--- src/rtl/branch_sequencer_if.sv ---
// Control-unit <-> branch sequencer signal bundle: request side plus the
// datapath strobes the sequencer drives during branch T3..T6.
interface branch_sequencer_if;
    logic        start;
    logic [31:0] ir;
    logic        con_q;
    logic        busy;
    logic        done;
    logic        taken;
    logic        Gra;
    logic        Rout;
    logic        conIn;
    logic        PCout;
    logic        Yin;
    logic        Cout;
    logic        alu_add;
    logic        Zin;
    logic        Zlowout;
    logic        PCin;
    // latched instruction; the Ra and C fields are decoded from this copy
    logic [31:0] ir_lat;

    modport master (
        output start, ir, con_q,
        input  busy, done, taken, Gra, Rout, conIn, PCout, Yin, Cout,
               alu_add, Zin, Zlowout, PCin, ir_lat
    );

    modport slave (
        input  start, ir, con_q,
        output busy, done, taken, Gra, Rout, conIn, PCout, Yin, Cout,
               alu_add, Zin, Zlowout, PCin, ir_lat
    );
endinterface

--- src/rtl/branch_sequencer.sv ---
// Conditional-branch step sequencer: holds Ra on the bus for CON to settle,
// builds PC + C in Z, and loads PC only when the CON flip-flop says taken.
module branch_sequencer #(
    parameter logic [4:0] BR_OPCODE = 5'b10010,
    parameter int         CON_LAT   = 4
) (
    input logic               clk,
    input logic               clear_n,
    branch_sequencer_if.slave bus
);
    // state | meaning
    // IDLE  | waiting for a branch start
    // EVAL  | Ra on bus, conIn held for CON_LAT cycles
    // LOADY | PC -> Y
    // ADD   | Y + C -> Z, sample CON result
    // WRITE | Z -> PC when taken, done pulse
    typedef enum logic [2:0] {IDLE, EVAL, LOADY, ADD, WRITE} state_t;

    localparam logic [3:0] CNT_INIT = 4'(CON_LAT - 1);

    state_t      state_q;
    logic [3:0]  cnt_q;
    logic [31:0] ir_q;
    logic        busy_q, done_q, taken_q;
    logic        gra_q, rout_q, conin_q;
    logic        pcout_q, yin_q;
    logic        cout_q, alu_add_q, zin_q;
    logic        zlowout_q, pcin_q;

    // outputs are loaded alongside the state they belong to, so every strobe
    // is a flop and nothing on the request side reaches them combinationally
    always_ff @(posedge clk or negedge clear_n) begin
        if (!clear_n) begin
            state_q   <= IDLE;
            cnt_q     <= '0;
            ir_q      <= '0;
            busy_q    <= 1'b0;
            done_q    <= 1'b0;
            taken_q   <= 1'b0;
            gra_q     <= 1'b0;
            rout_q    <= 1'b0;
            conin_q   <= 1'b0;
            pcout_q   <= 1'b0;
            yin_q     <= 1'b0;
            cout_q    <= 1'b0;
            alu_add_q <= 1'b0;
            zin_q     <= 1'b0;
            zlowout_q <= 1'b0;
            pcin_q    <= 1'b0;
        end else begin
            done_q    <= 1'b0;
            gra_q     <= 1'b0;
            rout_q    <= 1'b0;
            conin_q   <= 1'b0;
            pcout_q   <= 1'b0;
            yin_q     <= 1'b0;
            cout_q    <= 1'b0;
            alu_add_q <= 1'b0;
            zin_q     <= 1'b0;
            zlowout_q <= 1'b0;
            pcin_q    <= 1'b0;
            case (state_q)
                IDLE: begin
                    if (bus.start && (bus.ir[31:27] == BR_OPCODE)) begin
                        state_q <= EVAL;
                        ir_q    <= bus.ir;
                        cnt_q   <= CNT_INIT;
                        busy_q  <= 1'b1;
                        gra_q   <= 1'b1;
                        rout_q  <= 1'b1;
                        conin_q <= 1'b1;
                    end
                end
                EVAL: begin
                    if (cnt_q == 4'd0) begin
                        state_q <= LOADY;
                        pcout_q <= 1'b1;
                        yin_q   <= 1'b1;
                    end else begin
                        cnt_q   <= cnt_q - 4'd1;
                        gra_q   <= 1'b1;
                        rout_q  <= 1'b1;
                        conin_q <= 1'b1;
                    end
                end
                LOADY: begin
                    state_q   <= ADD;
                    cout_q    <= 1'b1;
                    alu_add_q <= 1'b1;
                    zin_q     <= 1'b1;
                end
                ADD: begin
                    state_q   <= WRITE;
                    taken_q   <= bus.con_q;
                    pcin_q    <= bus.con_q;
                    zlowout_q <= 1'b1;
                    done_q    <= 1'b1;
                end
                WRITE: begin
                    state_q <= IDLE;
                    busy_q  <= 1'b0;
                end
                default: begin
                    state_q <= IDLE;
                    busy_q  <= 1'b0;
                end
            endcase
        end
    end

    assign bus.busy    = busy_q;
    assign bus.done    = done_q;
    assign bus.taken   = taken_q;
    assign bus.Gra     = gra_q;
    assign bus.Rout    = rout_q;
    assign bus.conIn   = conin_q;
    assign bus.PCout   = pcout_q;
    assign bus.Yin     = yin_q;
    assign bus.Cout    = cout_q;
    assign bus.alu_add = alu_add_q;
    assign bus.Zin     = zin_q;
    assign bus.Zlowout = zlowout_q;
    assign bus.PCin    = pcin_q;
    assign bus.ir_lat  = ir_q;
endmodule

--- src/flat_wrapper.sv ---
// flat-port wrapper written by rule: the top's interface ports become plain ports
module branch_sequencer_flat 
#(
    parameter logic [4:0] BR_OPCODE = 5'b10010,
    parameter int         CON_LAT   = 4
)
  (clk, clear_n, bus_start, bus_ir, bus_con_q, bus_busy, bus_done, bus_taken, bus_Gra, bus_Rout, bus_conIn, bus_PCout, bus_Yin, bus_Cout, bus_alu_add, bus_Zin, bus_Zlowout, bus_PCin, bus_ir_lat);
  branch_sequencer_if bus_i ();
  input logic clk;
  input logic clear_n;
  input wire logic [$bits(bus_i.start)-1:0] bus_start;
  input wire logic [$bits(bus_i.ir)-1:0] bus_ir;
  input wire logic [$bits(bus_i.con_q)-1:0] bus_con_q;
  output wire logic [$bits(bus_i.busy)-1:0] bus_busy;
  output wire logic [$bits(bus_i.done)-1:0] bus_done;
  output wire logic [$bits(bus_i.taken)-1:0] bus_taken;
  output wire logic [$bits(bus_i.Gra)-1:0] bus_Gra;
  output wire logic [$bits(bus_i.Rout)-1:0] bus_Rout;
  output wire logic [$bits(bus_i.conIn)-1:0] bus_conIn;
  output wire logic [$bits(bus_i.PCout)-1:0] bus_PCout;
  output wire logic [$bits(bus_i.Yin)-1:0] bus_Yin;
  output wire logic [$bits(bus_i.Cout)-1:0] bus_Cout;
  output wire logic [$bits(bus_i.alu_add)-1:0] bus_alu_add;
  output wire logic [$bits(bus_i.Zin)-1:0] bus_Zin;
  output wire logic [$bits(bus_i.Zlowout)-1:0] bus_Zlowout;
  output wire logic [$bits(bus_i.PCin)-1:0] bus_PCin;
  output wire logic [$bits(bus_i.ir_lat)-1:0] bus_ir_lat;
  assign bus_i.start = bus_start;
  assign bus_i.ir = bus_ir;
  assign bus_i.con_q = bus_con_q;
  assign bus_busy = bus_i.busy;
  assign bus_done = bus_i.done;
  assign bus_taken = bus_i.taken;
  assign bus_Gra = bus_i.Gra;
  assign bus_Rout = bus_i.Rout;
  assign bus_conIn = bus_i.conIn;
  assign bus_PCout = bus_i.PCout;
  assign bus_Yin = bus_i.Yin;
  assign bus_Cout = bus_i.Cout;
  assign bus_alu_add = bus_i.alu_add;
  assign bus_Zin = bus_i.Zin;
  assign bus_Zlowout = bus_i.Zlowout;
  assign bus_PCin = bus_i.PCin;
  assign bus_ir_lat = bus_i.ir_lat;
  branch_sequencer #(.BR_OPCODE(BR_OPCODE), .CON_LAT(CON_LAT)) u_core (.clk(clk), .clear_n(clear_n), .bus(bus_i));
endmodule
--- config.mk ---
export PLATFORM = sky130hd
export DESIGN_NAME = branch_sequencer_flat
export DESIGN_NICKNAME = d
export VERILOG_FILES = /design/src/rtl/branch_sequencer_if.sv /design/src/rtl/branch_sequencer.sv /design/src/flat_wrapper.sv
export SDC_FILE = /design/constraint.sdc
export NUM_CORES = 1
export LEC_CHECK = 0
export ABC_AREA = 1
export CORE_ASPECT_RATIO = 0.6
export CORE_MARGIN = 10
export CORE_UTILIZATION = 42
export CTS_CLUSTER_DIAMETER = 100
export DETAILED_ROUTE_END_ITERATION = 12
export GPL_TIMING_DRIVEN = 0
export PLACE_DENSITY_LB_ADDON = 0.15
export SLEW_MARGIN = 10
export SYNTH_ARGS = -nofsm -noshare
export SYNTH_HDL_FRONTEND = slang
export SYNTH_SLANG_ARGS = --single-unit
--- constraint.sdc ---
create_clock -name clk -period 1.5 [get_ports clk]
set_input_delay 0.15 -clock clk [delete_from_list [all_inputs] [get_ports clk]]
set_output_delay 0.15 -clock clk [all_outputs]
set_load 0.01 [all_outputs]
Word-level counts from Yosys, hierarchy flattened
Cells that the tools add are included.
- input bits: 36
- output and inout port bits: 45
- flip-flop bits (word level): 46
- word-level logic and storage cells: 44
- $add $sub $neg: 1
- bitwise gates (word level): 1
- equal/unequal tests: 7
- muxes and demuxes: 16
- reduce and logical (&&, ||, !) cells: 9
- operator list (kind ; number):
    3-bit case mux with 4 select lines ; 1
    1-bit 2-to-1 mux ; 8
    4-bit 2-to-1 mux ; 2
    4-bit case mux with 2 select lines ; 1
    3-bit by 2-bit equality test with 1-bit output (second input constant) ; 2
    3-bit 2-to-1 mux ; 2
    2-bit AND reduction ; 3
    5-bit equality test (second input constant) ; 1
    4-bit logical NOT ; 1
    2-bit by 1-bit inequality test with 1-bit output (second input constant) ; 2
    1-bit case mux with 2 select lines ; 2
    4-bit by 1-bit subtractor with 4-bit output (second input constant) ; 1
    3-bit by 1-bit equality test with 1-bit output (second input constant) ; 1
    3-bit logical NOT ; 1
    3-bit AND reduction ; 1
    3-bit OR reduction ; 1
    2-bit inequality test (second input constant) ; 1
    2-bit nonzero test ; 1
    1-bit logical AND ; 1
    1-bit NOT ; 1

Longest topological paths before layout
- depth after elaboration: 4
- depth in mapped cells: 8

Worst setup path before layout
No wires, ideal clock.
- path kind: flip-flop to flip-flop
- start point: reg u_core.state_q[0]
- end point: reg u_core.cnt_q[2]
- arrival time: 1028 ps
- stages on the path, launching flop included: 8
- library setup time: 117 ps
- clock period less this slack: 1145 ps
- required time: 1383 ps
- slack: 355 ps
- cell sequence: dfrtp_1 inv_2 nand2_2 nor2_4 nand3_4 buf_2 nand3_1 nand2_1
- cells in the longest elaborated chain, start to end: 3
- ends and longest elaborated chain (element ; RTL line ; RTL):
    start, declared ; branch_sequencer.sv:21 ; state_t state_q;
    start signal, assigned ; branch_sequencer.sv:34 ; state_q <= IDLE;
    start signal, assigned ; branch_sequencer.sv:65 ; state_q <= EVAL;
    start signal, assigned ; branch_sequencer.sv:76 ; state_q <= LOADY;
    3-bit by 1-bit equality test with 1-bit output or 3-bit logical NOT (tied branches) ; branch_sequencer.sv:62 ; case (state_q)
    2-bit inequality test (no line), or another cell as far along ; - ;
    3-bit AND reduction (no line) ; - ;
    end signal, assigned ; branch_sequencer.sv:80 ; cnt_q <= cnt_q - 4'd1;
    end, declared ; branch_sequencer.sv:22 ; logic [3:0] cnt_q;
Parallel ways exist; a longest one is shown, timed or not.
A chain may end at the register's enable or synchronous reset.

Worst setup path in the final report
- start point: reg u_core.rout_q, in the netlist u_core.bus.Rout
- end point: out bus_Rout
- RTL lines (element ; RTL line ; RTL):
    start, declared ; branch_sequencer.sv:25 ; logic gra_q, rout_q, conin_q;
    start signal, assigned ; branch_sequencer.sv:41 ; rout_q <= 1'b0;
    start signal, assigned ; branch_sequencer.sv:53 ; rout_q <= 1'b0;
    start signal, assigned ; branch_sequencer.sv:70 ; rout_q <= 1'b1;
    end, declared ; flat_wrapper.sv:18 ; output wire logic [$bits(bus_i.Rout)-1:0] bus_Rout;
No word-level cell between the ends.

==> run summary <==
Top cells by area, synth: dfrtp_1 (60%), nand2_1 (20%), inv_1 (2.6%), nor2_1 (2.6%), buf_4 (2.4%)
Dominant cell type by area after synthesis: dfrtp_1
Gr busiest metal: met2
Peak Freq: 0.696 GHz
Initial Util: 45.0%
Congestion Overflow GR: 0
Clk_skew: 8.75 ps
Clock Sinks: 46
Comb pwr share: 41.4%
RR Startpoint: u_core.state_q[0]$_DFFE_PN0P_
GRT met1 Usage: 14.0%
Cell total after placement: 353
Switching Fraction: 33.0%
Power share of the sequential group: 39.4%
Ys Warns: 0
Die Ht: 72.2 um
Final HPWL DP: 3.76 mm
CTS clk-pin slew, worst paths: 90 ps
Hold WC Path Type: input port to asynchronous set/reset pin
Final min period: 1440 ps
CP required: 1350 ps
Port Buffer Count: 80
Status: finished, final reports clean
Final Slew Violations: 0
Core region area: 4230 um^2
Vias per cell: 4.35
Pwr dens: 1620 nW/um^2
Int Pwr: 3.18 mW
Dpl ws: -50.7 ps
DRT iter0 DRCs: 64
Cell Area, Placed: 2800 um^2
Largest net degree at the start of global routing: 38
Diode count: 0
Hold WS: 238 ps
Final Non-Filler Cells: 362
1st-pass router iterations: 4
Die footprint: 7720 um^2
Setup crit start: u_core.bus.Rout$_DFF_PN0_
CP max FO: 3
Via count: 1575
NetSw: 1.57 mW
Initial antenna violation count: 0
TritonCTS clock tree: done
Final wirelength: 4.84 mm
Skew-Pair Late Insertion Delay: 300 ps
Nets: 339
Setup violators final: 0
Crit end category: primary output
Yosys reg bits: 46
Sequential share of the synthesized area: 60.4%
Mean Syn Cell Area: 8.99 um^2
Final antenna-violating net count: 0
GR Layer Usage met2: 20.7%
Critical path type: flop to primary output
Crit share post-route: 95.8%
Vias in the first global route: 1662
Max Cap Viol: 0
Ports: 81
Setup ws final: 62.3 ps
Area delta synth->final: 53.4%
Synth Cell Area: 1910 um^2
RSZ-0062 raised after global routing: false
DR WL/cell: 13.4 um
Cells after Synth: 212
Arrival @ worst endpoint: 1290 ps
Slew @ Worst Pin: 279 ps
DRC viols: 0
Row cnt: 18
Fin area: 2920 um^2
Htree depth: 2
Worst Setup Start Kind: flop
Die width: 107 um
RD Place Congestion: 0.802
Fraction of layout cells with a size suffix above 1: 10.3%
Clock group share of total power: 19.2%
TritonCTS Buffers: 5
Met3 Usage GRT: 7.76%
Leak Pwr: 1.54 nW
Syn_nets: 250
Maximum vdd ir drop: 0.000807 V
All-Layer GR Usage: 12.8%
Setup TNS: 0 ps
Yosys cell types: 20
Clock buffer depth: 2
Final hold vios: 0
Yosys top cell area share: 60.4%
Clk root buf: clkbuf_8
First-pass GRT wire length: 8.04 mm
Slew HR: 81.3%
## cell usage after synthesis
library cell,n
nand2_1,101
dfrtp_1,46
inv_1,13
nor2_1,13
nand3_1,7
buf_4,6
buf_2,3
buf_6,3
inv_2,3
nand2_2,3
o21ai_0,3
ha_1,2
or2_1,2
a21oi_1,1
and3_1,1
nand3_2,1
nand3_4,1
nand3b_1,1
nor2_4,1
xnor2_1,1
## per-stage QoR
step                power [mW]  utilization (%)
detailed placement        3.89             66.0
global placement          3.81             65.7
CTS                       4.82             68.9
finish                    4.74             69.0
global route              5.11             69.0
floorplan                 2.81                -
## cells by family (layout without fill, tap and decap cells)
family	Yosys count	after routing	share of synthesized area, %
and+or+nand+nor	131	131	28.7
DFF	46	46	60.4
adders and majority gates	2	2	1.31
AOI/OAI and AO/OA	4	4	1.05
xor gates and xnor gates	1	1	0.460
buffers and inverters	28	118	8.08
## worst max-delay path, cell delays in order, from the launching register on
cell and delay [ps]:
dfrtp_1 370, buf_4 110, clkdlybuf4s50_1 520
## cell type report
class	count	area, um^2
plain buffers	12	93.8
clock buffers	5	68.8
clock inverters	3	40.0
fillers	362	1310
inverters	16	60.1
multi-input cells	138	601
flip-flops and latches	46	1150
well taps	60	75.1
repair buffers	82	833
## final timing paths
check	end	slack, ps	cells after the start
setup / recovery	bus_Rout	60	2
hold / removal	u_core.bus.ir_lat[27]$_DFFE_PN0P_	240	2
setup reg to reg	u_core.bus.ir_lat[3]$_DFFE_PN0P_	170	8
hold reg to reg	u_core.bus.ir_lat[31]$_DFFE_PN0P_	470	1
max in group asynchronous	u_core.bus.PCout$_DFF_PN0_	800	3
min in group clk	u_core.bus.ir_lat[18]$_DFFE_PN0P_	370	3
## power groups by stage
stage | clock network, mW | registers (mW) | logic [mW]
finish | 0.910 | 1.87 | 1.97
global route | 0.994 | 1.93 | 2.19
CTS | 0.927 | 1.87 | 2.02
detailed placement | 0 | 1.89 | 2.00
global placement | 0 | 1.87 | 1.94
floorplan | 0 | 2.02 | 0.789
## routing by layer
metal / vias to the layer above / part of all wire (%)
met1: 704 / 42
met2: 57 / 45
met5: - / 0
met3: 5 / 12
met4: 0 / 0.60
li1: 809 / -
## flip-flops by register name, summed over array words and instances (netlist names)
| register | count |
|---|---|
| u_core.bus.Rout | 1 |
| u_core.cnt_q | 4 |
| u_core.bus.PCin | 1 |
| u_core.state_q | 3 |
| u_core.bus.busy | 1 |
| u_core.bus.Cout | 1 |
| u_core.bus.taken | 1 |
| u_core.bus.Zlowout | 1 |
| u_core.bus.PCout | 1 |
| u_core.bus.ir_lat | 32 |
## repair_timing
item / CTS / global route
buffers inserted: 0 / 0
setup endpoints to repair: 0 / 3
hold buffers: 1 / 0
resized for setup: 0 / 3
hold endpoints to repair: 26 / 0
## placed cells by master (no fill, tap or decap)
master	count
dlymetal6s2s_1	3
or2_1	2
nor2_1	13
buf_2	4
bufinv_16	1
buf_12	1
xnor2_1	1
ha_1	2
inv_1	13
o21ai_0	3
nand2_1	101
clkdlybuf4s50_1	76
clkbuf_8	5
and3_1	1
a21oi_1	1
nand3_2	1
nand3b_1	1
nand3_4	1
dfrtp_1	46
buf_4	6
dlygate4sd3_1	1
inv_2	3
nand2_2	3
buf_6	3
nand3_1	7
clkinv_2	2
nor2_4	1
(Power assumes the default switching activity.)
